**config.mk**
```make
export PLATFORM = sky130hd
export DESIGN_NAME = hazard_ctrl
export DESIGN_NICKNAME = d
export VERILOG_FILES = /design/src/rtl/hazard_ctrl_pkg.sv /design/src/rtl/hazard_ctrl_sat_counter.sv /design/src/rtl/hazard_ctrl.sv
export SDC_FILE = /design/constraint.sdc
export NUM_CORES = 1
export LEC_CHECK = 0
export BUFFER_PORTS_ARGS = -buffer_cell sky130_fd_sc_hd__buf_2
export CAP_MARGIN = 5
export CELL_PAD_IN_SITES_DETAIL_PLACEMENT = 1
export CELL_PAD_IN_SITES_GLOBAL_PLACEMENT = 1
export CORE_UTILIZATION = 37
export CTS_BUF_LIST = sky130_fd_sc_hd__clkbuf_8 sky130_fd_sc_hd__clkbuf_16
export DETAILED_ROUTE_END_ITERATION = 8
export PLACE_DENSITY = 0.95
export SLEW_MARGIN = 20
export SYNTH_ARGS = -nofsm -noshare
export SYNTH_HDL_FRONTEND = slang
export SYNTH_SLANG_ARGS = --single-unit
```
**constraint.sdc**
```tcl
create_clock -name clk -period 3.7 [get_ports clk]
set_input_delay 0.37 -clock clk [delete_from_list [all_inputs] [get_ports clk]]
set_output_delay 0.37 -clock clk [all_outputs]
set_load 0.01 [all_outputs]
```
**src/rtl/hazard_ctrl_pkg.sv**
```systemverilog
// Shared pipeline definitions for the hazard controller: FSM state encoding,
// EX forwarding select codes and the register-match helper used by every rule.
package hazard_ctrl_pkg;

  localparam int REGW = 5;
  typedef logic [REGW-1:0] regnum_t;

  typedef enum logic [1:0] {
    ST_RUN     = 2'd0,
    ST_MEMWAIT = 2'd1,
    ST_ERROR   = 2'd2
  } state_e;

  localparam logic [1:0] FWD_REGFILE  = 2'b00;
  localparam logic [1:0] FWD_RESULT_W = 2'b01;
  localparam logic [1:0] FWD_ALUOUT_M = 2'b10;

  // $zero is never a real producer, so a match on register 0 never counts.
  function automatic logic reg_hit(input regnum_t src, input logic wr_en, input regnum_t dst);
    return wr_en && (src != '0) && (src == dst);
  endfunction

  function automatic logic [1:0] fwd_e_sel(input regnum_t src,
                                           input logic rw_m, input regnum_t wr_m,
                                           input logic rw_w, input regnum_t wr_w);
    if (reg_hit(src, rw_m, wr_m)) return FWD_ALUOUT_M;
    if (reg_hit(src, rw_w, wr_w)) return FWD_RESULT_W;
    return FWD_REGFILE;
  endfunction

endpackage

```
**src/rtl/hazard_ctrl_sat_counter.sv**
```systemverilog
// Saturating up-counter: counts cycles with inc_i high, sticks at all-ones,
// synchronous clear has priority over increment.
module sat_counter #(
  parameter int WIDTH = 16
) (
  input  logic             clk,
  input  logic             clear_i,
  input  logic             inc_i,
  output logic [WIDTH-1:0] count_o
);

  logic [WIDTH-1:0] count_q;
  logic [WIDTH-1:0] count_d;

  always_comb begin
    count_d = count_q;
    if (inc_i && (count_q != '1)) count_d = count_q + 1'b1;
  end

  always_ff @(posedge clk) begin
    if (clear_i) count_q <= '0;
    else         count_q <= count_d;
  end

  assign count_o = count_q;

endmodule

```
**src/rtl/hazard_ctrl.sv**
```systemverilog
// Pipeline hazard controller: forwarding selects, load-use / branch stalls,
// and a memory-wait FSM that freezes the pipe and latches a timeout error.
module hazard_ctrl
  import hazard_ctrl_pkg::*;
#(
  parameter int TIMEOUT = 255,
  parameter int CNTW    = 16
) (
  input  logic            clk,
  input  logic            reset,
  input  logic [4:0]      Rs_D,
  input  logic [4:0]      Rt_D,
  input  logic [4:0]      Rs_E,
  input  logic [4:0]      Rt_E,
  input  logic [4:0]      WriteReg_E,
  input  logic [4:0]      WriteReg_M,
  input  logic [4:0]      WriteReg_W,
  input  logic            RegWrite_E,
  input  logic            RegWrite_M,
  input  logic            RegWrite_W,
  input  logic            MemtoReg_E,
  input  logic            MemtoReg_M,
  input  logic            Branch_D,
  input  logic            MemReq_M,
  input  logic            MemReady_M,
  output logic            StallF,
  output logic            StallD,
  output logic            StallE,
  output logic            StallM,
  output logic            FlushE,
  output logic            FlushW,
  output logic            ForwardA_D,
  output logic            ForwardB_D,
  output logic [1:0]      ForwardA_E,
  output logic [1:0]      ForwardB_E,
  output logic            MemTimeout,
  output logic [CNTW-1:0] StallCycles
);

  localparam int WAITW = (TIMEOUT < 2) ? 1 : $clog2(TIMEOUT + 1);
  localparam logic [WAITW-1:0] TIMEOUT_W = WAITW'(TIMEOUT);

  state_e           state_q;
  logic [WAITW-1:0] wait_cnt_q;
  logic             mem_timeout_q;

  logic memstall, lwstall, branchstall, hold_all;

  assign ForwardA_E = fwd_e_sel(Rs_E, RegWrite_M, WriteReg_M, RegWrite_W, WriteReg_W);
  assign ForwardB_E = fwd_e_sel(Rt_E, RegWrite_M, WriteReg_M, RegWrite_W, WriteReg_W);
  assign ForwardA_D = reg_hit(Rs_D, RegWrite_M, WriteReg_M);
  assign ForwardB_D = reg_hit(Rt_D, RegWrite_M, WriteReg_M);

  assign memstall    = MemReq_M && !MemReady_M;
  assign lwstall     = reg_hit(Rs_D, MemtoReg_E, WriteReg_E) || reg_hit(Rt_D, MemtoReg_E, WriteReg_E);
  assign branchstall = Branch_D &&
                       (reg_hit(Rs_D, RegWrite_E, WriteReg_E) || reg_hit(Rt_D, RegWrite_E, WriteReg_E) ||
                        reg_hit(Rs_D, MemtoReg_M, WriteReg_M) || reg_hit(Rt_D, MemtoReg_M, WriteReg_M));

  // While reset is asserted the FSM is treated as RUN, so ERROR cannot freeze the pipe.
  assign hold_all = memstall || ((state_q == ST_ERROR) && !reset);

  always_comb begin
    StallF = 1'b0;
    StallD = 1'b0;
    StallE = 1'b0;
    StallM = 1'b0;
    FlushE = 1'b0;
    FlushW = 1'b0;
    if (hold_all) begin
      StallF = 1'b1;
      StallD = 1'b1;
      StallE = 1'b1;
      StallM = 1'b1;
      FlushW = 1'b1;
    end else begin
      StallF = lwstall || branchstall;
      StallD = lwstall || branchstall;
      FlushE = lwstall || branchstall;
    end
  end

  always_ff @(posedge clk) begin
    if (reset) begin
      state_q       <= ST_RUN;
      wait_cnt_q    <= '0;
      mem_timeout_q <= 1'b0;
    end else begin
      case (state_q)
        ST_RUN: begin
          if (memstall) begin
            state_q    <= ST_MEMWAIT;
            wait_cnt_q <= WAITW'(1);
          end else begin
            wait_cnt_q <= '0;
          end
        end
        ST_MEMWAIT: begin
          // An acknowledge in the same cycle as the timeout still completes the access.
          if (MemReady_M) begin
            state_q    <= ST_RUN;
            wait_cnt_q <= '0;
          end else if (wait_cnt_q == TIMEOUT_W) begin
            state_q       <= ST_ERROR;
            mem_timeout_q <= 1'b1;
          end else begin
            wait_cnt_q <= wait_cnt_q + 1'b1;
          end
        end
        ST_ERROR: begin
          state_q <= ST_ERROR;
        end
        default: begin
          state_q    <= ST_RUN;
          wait_cnt_q <= '0;
        end
      endcase
    end
  end

  assign MemTimeout = mem_timeout_q;

  sat_counter #(
    .WIDTH (CNTW)
  ) u_stall_cnt (
    .clk     (clk),
    .clear_i (reset),
    .inc_i   (StallF),
    .count_o (StallCycles)
  );

endmodule

```
==> implementation parameters <==
Parameter                              Value

Outcome
  Result of the run    finished, final reports clean

Synthesis
  Average cell area after synthesis    8.256 µm²
  Gate count of the mapped netlist    229
  Count of flip-flops with a built-in enable after synthesis    0
  Number of warnings printed during yosys synthesis    0
  Nets in the synthesized netlist    276
  Cells taking the most area after synthesis    sky130_fd_sc_hd__dfxtp_1 (29%), sky130_fd_sc_hd__xnor2_1 (12%), sky130_fd_sc_hd__xor2_1 (9.7%), sky130_fd_sc_hd__a21oi_1 (5.3%), sky130_fd_sc_hd__nand4_1 (4.0%)
  Most frequent cells after synthesis    sky130_fd_sc_hd__dfxtp_1 (27), sky130_fd_sc_hd__xnor2_1 (25), sky130_fd_sc_hd__xor2_1 (21)
  Fraction of registers with async set/reset    0
  Post-synth top area cell    sky130_fd_sc_hd__dfxtp_1
  Most frequent cell after synthesis    sky130_fd_sc_hd__dfxtp_1
  Commonest register cell after synthesis    sky130_fd_sc_hd__dfxtp_1
  Portion of the post-synthesis area used by sequential elements    0.2859
  Flip-flop and latch count after synthesis    27
  Mapped cell area    0.001891 mm²
  Top-area cell type share of the netlist area    0.2859
  Library cells used by synthesis    37

Detailed routing
  Vias/cell    5.467
  Number of nets with antenna violations after routing    0
  Via count    2,001
  Total detailed-routing wirelength    5.687 mm
  Detailed-router iteration count before antenna repair    4
  Starting DRT DRC Count    57
  Avg WL per Cell    15.54 µm
  Number of remaining DRC errors    0

Floorplanning
  Die Outline Area    0.005399 mm²
  Initial cell density of the core    0.3925
  Number of top-level pins    74
  Width of the chip    73.48 µm
  Area of the core region    0.004817 mm²
  Floorplan die height    73.48 µm
  Std-Cell Rows    25

Clock network
  Setup bufs post-CTS    0
  Post-cts repair resize count    0
  Clock Sinks    27
  CTS tree    built
  H-tree levels    1
  Post-CTS clock slew at the launch and capture registers of the worst setup and hold paths    0.09 ns
  CTS max path bufs    2
  Number of buffers inserted during clock tree synthesis    3
  Clock latency on the worst-skew pair    0.27 ns
  Number of hold-repair buffers added at the cts stage    0
  Clock Root Buffer    sky130_fd_sc_hd__clkbuf_8

STA
  Final Slew Violations    0
  Final Critical Period    2.223 ns
  Slew at the pin with the worst max-slew slack    0.6409 ns
  Final count of negative-setup-slack endpoints    0
  Hold Vio Cnt, Final    0
  Final critical-path share of the clock period    0.6008
  Worst max-slew margin expressed relative to the limit    0.5728
  Final-layout setup total negative slack    0 ns
  Maximum frequency from static timing analysis    449.9 MHz
  Post-route worst setup slack    1.477 ns
  RSZ-0062 raised after global routing    no
  Worst clock skew on the final layout    0.002656 ns
  Worst slack on hold paths    0.3024 ns

Cells and area
  Total number of nets in the final design    347
  Fraction of final layout cells with drive strength greater than 1    0.2876
  Signed area change from the synthesized netlist to the final layout    23.96%
  Filler Cells Inserted    639
  Number of antenna diodes    0
  Final cell area excluding filler cells    0.002344 mm²

Placed design
  Pre-CTS worst setup slack    1.364 ns
  Routability Congestion    0.9362
  Hpwl dp    4.597 mm
  Number of I/O port buffers    73
  Cell area after placement    0.002295 mm²

Power
  Leakage power of the design    0.0009181 µW
  Power density cells    259.1 mW/mm²
  Total Power Consumption    607.3 µW
  Worst supply voltage drop on vdd    0.1760 mV

Critical path
  Endpoint kind of the worst setup timing path    output pin
  Start-to-end type of the worst setup path    in -> out
  Worst-path maximum fanout    4
  Element type at the critical path start    input pin
  RR Endpoint    u_stall_cnt.count_o[10]
  Logic depth of the worst register-to-register path    5
  Crit Reg-Reg Startpoint    state_q[1]
  Data arrival time at the worst-slack endpoint    1.85 ns
  Worst-case register-to-register setup slack    1.67 ns
  Worst Path Required    3.33 ns

Worst hold path
  Class of the worst hold path    in -> reg
  Min-Delay Startpoint    MemReady_M
  Depth of the worst hold-timing path    2
  Worst hold path endpoint    state_q[0]

GRT
  Total global routing track utilization    0.2265
  Number of global-route vias before repair    2,074
  Maximum number of pins on one net before global-route repair    22
  Grt total ovfl    0
  Number of antenna violations at the first check in global routing    0
  Global-route wire length before repair    9.660 mm

Flow run
  Max-capacitance violation count    0
-- cells by family after synthesis --
family	count (synthesis)	share of synthesized area
AND/OR/NAND/NOR	92	0.2674
adder cells (fa/ha/maj)	2	0.01323
multiplexers	3	0.01655
AO/OA/AOI/OAI	45	0.1661
XOR/XNOR	46	0.2131
buffers and inverters	14	0.03772
flip-flops	27	0.2859
-- metal layers --
layer	wire, µm	GRT usage	share of wire
met4	116	0.06624	0.020
met1	2274	0.2448	0.40
met5	0	0	0
met2	3142	0.4404	0.55
met3	154	0.04252	0.027
-- worst max-delay path, stage by stage --
cell and delay, ns:
sky130_fd_sc_hd__buf_2 0.16, sky130_fd_sc_hd__xor2_1 0.19, sky130_fd_sc_hd__nor3_1 0.08, sky130_fd_sc_hd__and4_1 0.22, sky130_fd_sc_hd__o211a_4 0.26, sky130_fd_sc_hd__nor3_1 0.28
sky130_fd_sc_hd__inv_1 0.12, sky130_fd_sc_hd__buf_2 0.16
-- sequential cells by signal, summed over array words and instances (netlist names) --
register,count
wait_cnt_q,8
MemTimeout,1
state_q,2
u_stall_cnt.count_o,16
-- stage by stage --
| stage | util | instances |
|---|---|---|
| finish | 0.4865 | 366 |
| global route | 0.4865 | 366 |
| floorplan | - | 229 |
| global placement | 0.4764 | 362 |
| detailed placement | 0.4764 | 362 |
| CTS | 0.4865 | 366 |
-- placed cells by master, fill, tap and decap left out, drive strengths merged, types with 2 or more instances in the layout --
cell / n
o21ai: 10
dfxtp: 27
nand4: 12
xnor2: 25
or3: 8
a21oi: 21
inv: 7
nand2: 12
mux2i: 2
and4: 3
nor2: 17
nand3: 9
and2: 2
buf: 73
ha: 2
o31ai: 9
and3: 3
or4: 10
nor3: 8
xor2: 21
clkbuf: 3
nor4: 5
-- power breakdown --
part           internal, µW  switching, µW
clock                  76.4           93.3
sequential              295           6.26
combinational          62.1           74.6
total                   433            174
-- worst max path at each step --
stage | startpoint | to | slack, ns
5_1_grt | WriteReg_M[4] | StallF | 1.34
4_1_cts | WriteReg_M[1] | StallD | 1.49
3_3_place_gp | WriteReg_E[3] | u_stall_cnt.count_o[9] | 1.49
6_report | WriteReg_M[1] | StallD | 1.48
3_5_place_dp | WriteReg_E[3] | u_stall_cnt.count_o[14] | 1.36
2_1_floorplan | WriteReg_M[3] | StallF | 1.71
-- cell type report --
class,count,area (µm²),share of cell area
well taps,67,83.83,0.03577
inverters,7,26.28,0.01121
multi-input cells,188,1279,0.5456
repair buffers,73,365.4,0.1559
clock inverters,1,7.507,0.003203
clock buffers,3,41.29,0.01762
flip-flops and latches,27,540.5,0.2306
(Power assumes the default switching activity.)
